## config.mk

```make
export PLATFORM = sky130hd
export DESIGN_NAME = mem_stage_flat
export DESIGN_NICKNAME = d
export VERILOG_FILES = /design/src/rtl/mem_stage_if.sv /design/src/rtl/mem_stage.sv /design/src/flat_wrapper.sv
export SDC_FILE = /design/constraint.sdc
export NUM_CORES = 1
export LEC_CHECK = 0
export ABC_AREA = 0
export BUFFER_PORTS_ARGS = -buffer_cell sky130_fd_sc_hd__buf_2
export CAP_MARGIN = 20
export CORE_ASPECT_RATIO = 2
export CORE_MARGIN = 5
export CORE_UTILIZATION = 35
export CTS_BUF_LIST = sky130_fd_sc_hd__clkbuf_8
export CTS_CLUSTER_DIAMETER = 30
export CTS_CLUSTER_SIZE = 20
export DETAILED_ROUTE_END_ITERATION = 7
export SETUP_SLACK_MARGIN = 0.05
export SYNTH_ARGS = -nofsm -noshare
export SYNTH_HDL_FRONTEND = slang
export SYNTH_SLANG_ARGS = --single-unit
```

## constraint.sdc

```tcl
create_clock -name CLK -period 5.8 [get_ports CLK]
set_clock_uncertainty 0.2 [all_clocks]
set_input_delay 0.58 -clock CLK [delete_from_list [all_inputs] [get_ports CLK]]
set_output_delay 0.58 -clock CLK [all_outputs]
set_load 0.005 [all_outputs]
```

## src/rtl/mem_stage_if.sv

```systemverilog
// Bundle of the MEM-stage signals: execute-stage inputs, data-cache handshake,
// forwarding source and writeback request. The slave modport is the MEM stage itself.
interface mem_stage_if #(
  parameter int WORD_W = 32,
  parameter int REG_W  = 5
);
  logic              memen;
  logic              flush;
  logic [WORD_W-1:0] ex_nPC;
  logic [WORD_W-1:0] ex_ALUOut;
  logic [WORD_W-1:0] ex_dmemstore;
  logic              ex_dREN;
  logic              ex_dWEN;
  logic              ex_regWr;
  logic              ex_lui;
  logic              ex_halt;
  logic [1:0]        ex_regSel;
  logic [REG_W-1:0]  ex_regDst;
  logic              dmemREN;
  logic              dmemWEN;
  logic [WORD_W-1:0] dmemaddr;
  logic [WORD_W-1:0] dmemstore;
  logic              dhit;
  logic [WORD_W-1:0] dmemload;
  logic              mem_stall;
  logic              fwd_valid;
  logic [REG_W-1:0]  fwd_reg;
  logic [WORD_W-1:0] fwd_dat;
  logic              wb_regWr;
  logic [REG_W-1:0]  wb_regDst;
  logic [WORD_W-1:0] wb_wdat;
  logic              halt;

  modport slave (
    input  memen, flush, ex_nPC, ex_ALUOut, ex_dmemstore, ex_dREN, ex_dWEN,
           ex_regWr, ex_lui, ex_halt, ex_regSel, ex_regDst, dhit, dmemload,
    output dmemREN, dmemWEN, dmemaddr, dmemstore, mem_stall, fwd_valid,
           fwd_reg, fwd_dat, wb_regWr, wb_regDst, wb_wdat, halt
  );

  modport master (
    output memen, flush, ex_nPC, ex_ALUOut, ex_dmemstore, ex_dREN, ex_dWEN,
           ex_regWr, ex_lui, ex_halt, ex_regSel, ex_regDst, dhit, dmemload,
    input  dmemREN, dmemWEN, dmemaddr, dmemstore, mem_stall, fwd_valid,
           fwd_reg, fwd_dat, wb_regWr, wb_regDst, wb_wdat, halt
  );
endinterface

```

## src/rtl/mem_stage.sv

```systemverilog
// MIPS memory stage: EX/MEM entry with data-cache handshake FSM, write-value
// select, MEM-stage forwarding source and the MEM/WB register with sticky halt.
module mem_stage #(
  parameter int WORD_W = 32,
  parameter int REG_W  = 5
) (
  input logic         CLK,
  input logic         RST,
  mem_stage_if.slave  bus
);

  typedef enum logic [1:0] {ST_IDLE, ST_ALU, ST_ACCESS} state_t;

  state_t            r_state;
  logic              r_valid;
  logic [WORD_W-1:0] r_nPC;
  logic [WORD_W-1:0] r_ALUOut;
  logic [WORD_W-1:0] r_store;
  logic              r_dREN;
  logic              r_dWEN;
  logic              r_regWr;
  logic              r_lui;
  logic              r_halt_e;
  logic [1:0]        r_regSel;
  logic [REG_W-1:0]  r_regDst;

  logic              r_wb_regWr;
  logic [REG_W-1:0]  r_wb_regDst;
  logic [WORD_W-1:0] r_wb_wdat;
  logic              r_halt;

  logic              w_req;
  logic              w_stall;
  logic              w_handoff;
  logic              w_halt_set;

  function automatic logic [WORD_W-1:0] f_wval(
    input logic              lui,
    input logic [1:0]        sel,
    input logic [WORD_W-1:0] alu,
    input logic [WORD_W-1:0] ld,
    input logic [WORD_W-1:0] npc,
    input logic              use_ld
  );
    logic [WORD_W-1:0] v;
    if (lui) begin
      v = {alu[15:0], {(WORD_W-16){1'b0}}};
    end else begin
      case (sel)
        2'd1:    v = use_ld ? ld : alu;
        2'd2:    v = npc;
        default: v = alu;
      endcase
    end
    return v;
  endfunction

  assign w_req      = (r_state == ST_ACCESS);
  assign w_stall    = w_req & ~bus.dhit;
  assign w_handoff  = (r_state == ST_ALU) | (w_req & bus.dhit);
  assign w_halt_set = w_handoff & r_halt_e;

  // EX/MEM boundary: entry load, hold, bubble and handshake state
  always_ff @(posedge CLK) begin
    if (RST) begin
      r_state  <= ST_IDLE;
      r_valid  <= 1'b0;
      r_nPC    <= '0;
      r_ALUOut <= '0;
      r_store  <= '0;
      r_dREN   <= 1'b0;
      r_dWEN   <= 1'b0;
      r_regWr  <= 1'b0;
      r_lui    <= 1'b0;
      r_halt_e <= 1'b0;
      r_regSel <= 2'd0;
      r_regDst <= '0;
      r_halt   <= 1'b0;
    end else begin
      if (w_halt_set) r_halt <= 1'b1;
      // A halted core accepts nothing more; the halting edge itself loads nothing.
      if (r_halt || w_halt_set) begin
        r_state <= ST_IDLE;
        r_valid <= 1'b0;
      end else if (bus.flush && !w_req) begin
        r_state  <= ST_IDLE;
        r_valid  <= 1'b0;
        r_dREN   <= 1'b0;
        r_dWEN   <= 1'b0;
        r_regWr  <= 1'b0;
        r_lui    <= 1'b0;
        r_halt_e <= 1'b0;
        r_regSel <= 2'd0;
      end else if (bus.memen && !w_stall) begin
        r_state  <= (bus.ex_dREN || bus.ex_dWEN) ? ST_ACCESS : ST_ALU;
        r_valid  <= 1'b1;
        r_nPC    <= bus.ex_nPC;
        r_ALUOut <= bus.ex_ALUOut;
        r_store  <= bus.ex_dmemstore;
        r_dREN   <= bus.ex_dREN;
        r_dWEN   <= bus.ex_dWEN;
        r_regWr  <= bus.ex_regWr;
        r_lui    <= bus.ex_lui;
        r_halt_e <= bus.ex_halt;
        r_regSel <= bus.ex_regSel;
        r_regDst <= bus.ex_regDst;
      end else if (w_handoff) begin
        r_state <= ST_IDLE;
      end
    end
  end

  // MEM/WB boundary: one write pulse per handed-off instruction
  always_ff @(posedge CLK) begin
    if (RST) begin
      r_wb_regWr  <= 1'b0;
      r_wb_regDst <= '0;
      r_wb_wdat   <= '0;
    end else if (w_handoff) begin
      r_wb_regWr  <= r_regWr;
      r_wb_regDst <= r_regDst;
      r_wb_wdat   <= f_wval(r_lui, r_regSel, r_ALUOut, bus.dmemload, r_nPC, 1'b1);
    end else begin
      r_wb_regWr  <= 1'b0;
    end
  end

  assign bus.dmemREN   = w_req & r_dREN;
  assign bus.dmemWEN   = w_req & r_dWEN;
  assign bus.dmemaddr  = r_ALUOut;
  assign bus.dmemstore = r_store;
  assign bus.mem_stall = w_stall;

  // Loads are not forwarded from here; their data only exists at the dhit edge.
  assign bus.fwd_valid = r_valid & r_regWr & ~r_dREN & (r_state != ST_IDLE);
  assign bus.fwd_reg   = r_regDst;
  assign bus.fwd_dat   = f_wval(r_lui, r_regSel, r_ALUOut, '0, r_nPC, 1'b0);

  assign bus.wb_regWr  = r_wb_regWr;
  assign bus.wb_regDst = r_wb_regDst;
  assign bus.wb_wdat   = r_wb_wdat;
  assign bus.halt      = r_halt;

endmodule

```

## src/flat_wrapper.sv

```systemverilog
// flat-port wrapper written by rule: the top's interface ports become plain ports
module mem_stage_flat 
#(
  parameter int WORD_W = 32,
  parameter int REG_W  = 5
)
  (CLK, RST, bus_memen, bus_flush, bus_ex_nPC, bus_ex_ALUOut, bus_ex_dmemstore, bus_ex_dREN, bus_ex_dWEN, bus_ex_regWr, bus_ex_lui, bus_ex_halt, bus_ex_regSel, bus_ex_regDst, bus_dhit, bus_dmemload, bus_dmemREN, bus_dmemWEN, bus_dmemaddr, bus_dmemstore, bus_mem_stall, bus_fwd_valid, bus_fwd_reg, bus_fwd_dat, bus_wb_regWr, bus_wb_regDst, bus_wb_wdat, bus_halt);
  mem_stage_if #(.WORD_W(WORD_W), .REG_W(REG_W)) bus_i ();
  input logic CLK;
  input logic RST;
  input wire logic [$bits(bus_i.memen)-1:0] bus_memen;
  input wire logic [$bits(bus_i.flush)-1:0] bus_flush;
  input wire logic [$bits(bus_i.ex_nPC)-1:0] bus_ex_nPC;
  input wire logic [$bits(bus_i.ex_ALUOut)-1:0] bus_ex_ALUOut;
  input wire logic [$bits(bus_i.ex_dmemstore)-1:0] bus_ex_dmemstore;
  input wire logic [$bits(bus_i.ex_dREN)-1:0] bus_ex_dREN;
  input wire logic [$bits(bus_i.ex_dWEN)-1:0] bus_ex_dWEN;
  input wire logic [$bits(bus_i.ex_regWr)-1:0] bus_ex_regWr;
  input wire logic [$bits(bus_i.ex_lui)-1:0] bus_ex_lui;
  input wire logic [$bits(bus_i.ex_halt)-1:0] bus_ex_halt;
  input wire logic [$bits(bus_i.ex_regSel)-1:0] bus_ex_regSel;
  input wire logic [$bits(bus_i.ex_regDst)-1:0] bus_ex_regDst;
  input wire logic [$bits(bus_i.dhit)-1:0] bus_dhit;
  input wire logic [$bits(bus_i.dmemload)-1:0] bus_dmemload;
  output wire logic [$bits(bus_i.dmemREN)-1:0] bus_dmemREN;
  output wire logic [$bits(bus_i.dmemWEN)-1:0] bus_dmemWEN;
  output wire logic [$bits(bus_i.dmemaddr)-1:0] bus_dmemaddr;
  output wire logic [$bits(bus_i.dmemstore)-1:0] bus_dmemstore;
  output wire logic [$bits(bus_i.mem_stall)-1:0] bus_mem_stall;
  output wire logic [$bits(bus_i.fwd_valid)-1:0] bus_fwd_valid;
  output wire logic [$bits(bus_i.fwd_reg)-1:0] bus_fwd_reg;
  output wire logic [$bits(bus_i.fwd_dat)-1:0] bus_fwd_dat;
  output wire logic [$bits(bus_i.wb_regWr)-1:0] bus_wb_regWr;
  output wire logic [$bits(bus_i.wb_regDst)-1:0] bus_wb_regDst;
  output wire logic [$bits(bus_i.wb_wdat)-1:0] bus_wb_wdat;
  output wire logic [$bits(bus_i.halt)-1:0] bus_halt;
  assign bus_i.memen = bus_memen;
  assign bus_i.flush = bus_flush;
  assign bus_i.ex_nPC = bus_ex_nPC;
  assign bus_i.ex_ALUOut = bus_ex_ALUOut;
  assign bus_i.ex_dmemstore = bus_ex_dmemstore;
  assign bus_i.ex_dREN = bus_ex_dREN;
  assign bus_i.ex_dWEN = bus_ex_dWEN;
  assign bus_i.ex_regWr = bus_ex_regWr;
  assign bus_i.ex_lui = bus_ex_lui;
  assign bus_i.ex_halt = bus_ex_halt;
  assign bus_i.ex_regSel = bus_ex_regSel;
  assign bus_i.ex_regDst = bus_ex_regDst;
  assign bus_i.dhit = bus_dhit;
  assign bus_i.dmemload = bus_dmemload;
  assign bus_dmemREN = bus_i.dmemREN;
  assign bus_dmemWEN = bus_i.dmemWEN;
  assign bus_dmemaddr = bus_i.dmemaddr;
  assign bus_dmemstore = bus_i.dmemstore;
  assign bus_mem_stall = bus_i.mem_stall;
  assign bus_fwd_valid = bus_i.fwd_valid;
  assign bus_fwd_reg = bus_i.fwd_reg;
  assign bus_fwd_dat = bus_i.fwd_dat;
  assign bus_wb_regWr = bus_i.wb_regWr;
  assign bus_wb_regDst = bus_i.wb_regDst;
  assign bus_wb_wdat = bus_i.wb_wdat;
  assign bus_halt = bus_i.halt;
  mem_stage #(.WORD_W(WORD_W), .REG_W(REG_W)) u_core (.CLK(CLK), .RST(RST), .bus(bus_i));
endmodule
```

==> out/qor.yml <==
status: "completed"
reg2reg_from: "u_core.r_state[1]"
holdWs_ns: 0.1659
swShare: 0.2827
r2r_slack_ns: 2.84
irDropWorstVdd_v: 0.0001658
yosysMostFrequentCell: "dfxtp_1"
synth.distinct_cells: 36
rows: 76
place_hpwl_mm: 19.12
power.density_mw_per_mm2: 254.9
initial_core_util: 0.3523
dpl.cell_count: 1330
final_area_sq_mm: 0.009388
ctsRootBufferMaster: "clkbuf_8"
clkPwrFrac: 0.367
cap_violations: 0
end_kind: "primary output"
die_x_um: 113.8
port_buffers: 288
grt_remaining_overflow: 0
tns_ns: 0
drc: 0
core_sq_mm: 0.02140
clk_pin_slew_ns: 0.07
grt_pass1_vias: 7211
ios: 289
p_int_mw: 1.716
pwr-share-comb: 0.158
critPathRequiredTime_ns: 5.02
cts_setup_buffers: 0
synthArstFlopShare: 0
r2r_cells: 5
whs_endpoint: "u_core.r_lui"
synth_area_leaders: "dfxtp_1 40%, nand4b_1 12%, nand2b_1 9.0%"
total_power_mw: 2.393
grt_antenna_before_repair: 3
ys_warn_count: 0
grt_max_degree: 181
dieHeight_um: 217.6
slew_viol_final: 0
yosys-top-cells-count: "150 x dfxtp_1, 109 x nand2b_1, 101 x nand4b_1"
hp-start: "bus_ex_lui"
cts_resized: 0
seq_area_frac_synth: 0.3983
antenna_left: 0
final_nets: 1224
timing.rr.end: "u_core.bus.dmemstore[27]"
clockBufferDepth: 2
layout-drive-gt1-share: 0.3174
die_area_sq_mm: 0.02475
setup_viol: 0
clk_latency_ns: 0.47
synth_edf_count: 0
routed_wl_mm: 27.68
cts_max_level: 4
final_cells: 1366
place.gp.congestion: 0.8202
crit_fanout: 35
p_switching_mw: 0.6765
first_iter_violations: 469
tritoncts: "done"
syn_avg_cell_area_sq_um: 8.786
critPathKind: "reg2out"
hold_class: "in2reg"
vias: 7348
period_share: 0.5801
dr.pass1.iters: 5
tightest_slew_ns: 1.017
fill_cells: 2266
hold_depth: 3
synth-main-ff-cell: "dfxtp_1"
period_minus_slack_ns: 3.364
grt_pass1_wl_mm: 41.91
synthCells: 858
hold_buffers: 0
rsz0062_at_grt: "no"
grtUsageTotal: 0.2193
max_slew_margin: 0.3217
placedInstanceArea_sq_mm: 0.008940
routedWlPerCell_um: 20.26
synth_seq_cells: 150
arrival_ns: 2.58
synth_top_area_frac: 0.3983
p_leak_nw: 3.853
netlist_area_sq_mm: 0.007538
synth_area_leader_cell: "dfxtp_1"
timing.fmax_mhz: 297.2
vias_per_cell: 5.379
area_delta_synth_final_pct: 24.53
seqPwrFrac: 0.476
hold_viol_final: 0
cts_buffers: 17
cts.sinks: 150
start_kind: "flip-flop"
synth_nets: 1005
## kinds of logic after synthesis
group / count (synthesis) / synth area share
multiplexers: 34 / 0.04531
adder cells (fa/ha/maj): 2 / 0.003319
flip-flops: 150 / 0.3983
AO/OA/AOI/OAI: 202 / 0.1736
buffers and inverters: 104 / 0.06772
AND/OR/NAND/NOR: 366 / 0.3117
## metrics by stage
step | setup WS, ns | utilization
after global placement | 2.735 | 0.4178
after detailed placement | 2.708 | 0.4178
final | 2.436 | 0.4388
after global routing | 2.336 | 0.4388
after floorplan | 3.486 | -
after CTS | 2.419 | 0.4375
## worst max-delay path, stage by stage, from the launching register on
cell and delay [ns]:
dfxtp_1 0.32, inv_1 0.12, ha_4 0.50, buf_4 0.49, mux2i_1 0.13, o21ai_0 0.35, buf_2 0.19
## routing by layer
metal | routed length (um) | vias up | GRT usage
li1 | - | 3562 | -
met1 | 10420 | 3492 | 0.2396
met2 | 14950 | 253 | 0.4018
met3 | 1496 | 41 | 0.04721
met4 | 819 | 0 | 0.09235
met5 | 0 | - | 0
## cell usage in the layout, fill, tap and decap left out, types with 2 or more instances in the layout
cell type   synthesis  layout
a21oi_1            24      24
a221oi_1           32      32
buf_2               8     287
buf_4               9       8
bufinv_16           0       3
clkbuf_8            0      21
clkinv_2            0       3
clkinvlp_4          0       2
dfxtp_1           150     149
diode_2             0       3
inv_1               7      10
mux2i_1            33      32
nand2_1            44      44
nand2b_1          109     109
nand4b_1          101     101
nor2_1             39      39
nor2b_1            33      33
nor3_1             17      17
o21ai_0            29      29
o21ai_1            80      80
o21ai_2            10      10
o311a_1            16      16
o32ai_1             7       7
or4_1              16      16
## power by group through the flow
stage / logic [mW] / clock network [mW] / registers [mW]
finish: 0.377 / 0.877 / 1.14
global route: 0.416 / 0.946 / 1.15
CTS: 0.380 / 0.899 / 1.14
global placement: 0.375 / 0 / 1.16
detailed placement: 0.379 / 0 / 1.16
floorplan: 0.229 / 0 / 1.14
## area by class of cell
type                            instances  area [sq um]  share of cell area
Clock buffer                           21         289.0             0.03079
Tap cell                              273         341.6             0.03639
Sequential cell                       150          3004              0.3200
Inverter                                7         26.28            0.002799
Timing Repair Buffer                  297          1528              0.1627
Multi-Input combinational cell        604          4060              0.4325
Clock inverter                         11         131.4             0.01399
Antenna cell                            3         7.507           0.0007997
## worst max path at each step
stage / slack [ns] / from / cells past startpoint / endpoint
floorplan: 3.49 / u_core.r_regSel[0] / 7 / bus_fwd_dat[16]
global placement: 2.74 / bus_dhit / 6 / u_core.bus.dmemstore[27]
detailed placement: 2.71 / bus_dhit / 6 / u_core.bus.dmemstore[27]
CTS: 2.42 / u_core.r_regSel[0] / 6 / bus_fwd_dat[17]
global route: 2.34 / u_core.r_regSel[0] / 6 / bus_fwd_dat[17]
finish: 2.44 / u_core.r_regSel[0] / 6 / bus_fwd_dat[17]
Power figures use the tool's default switching activity.
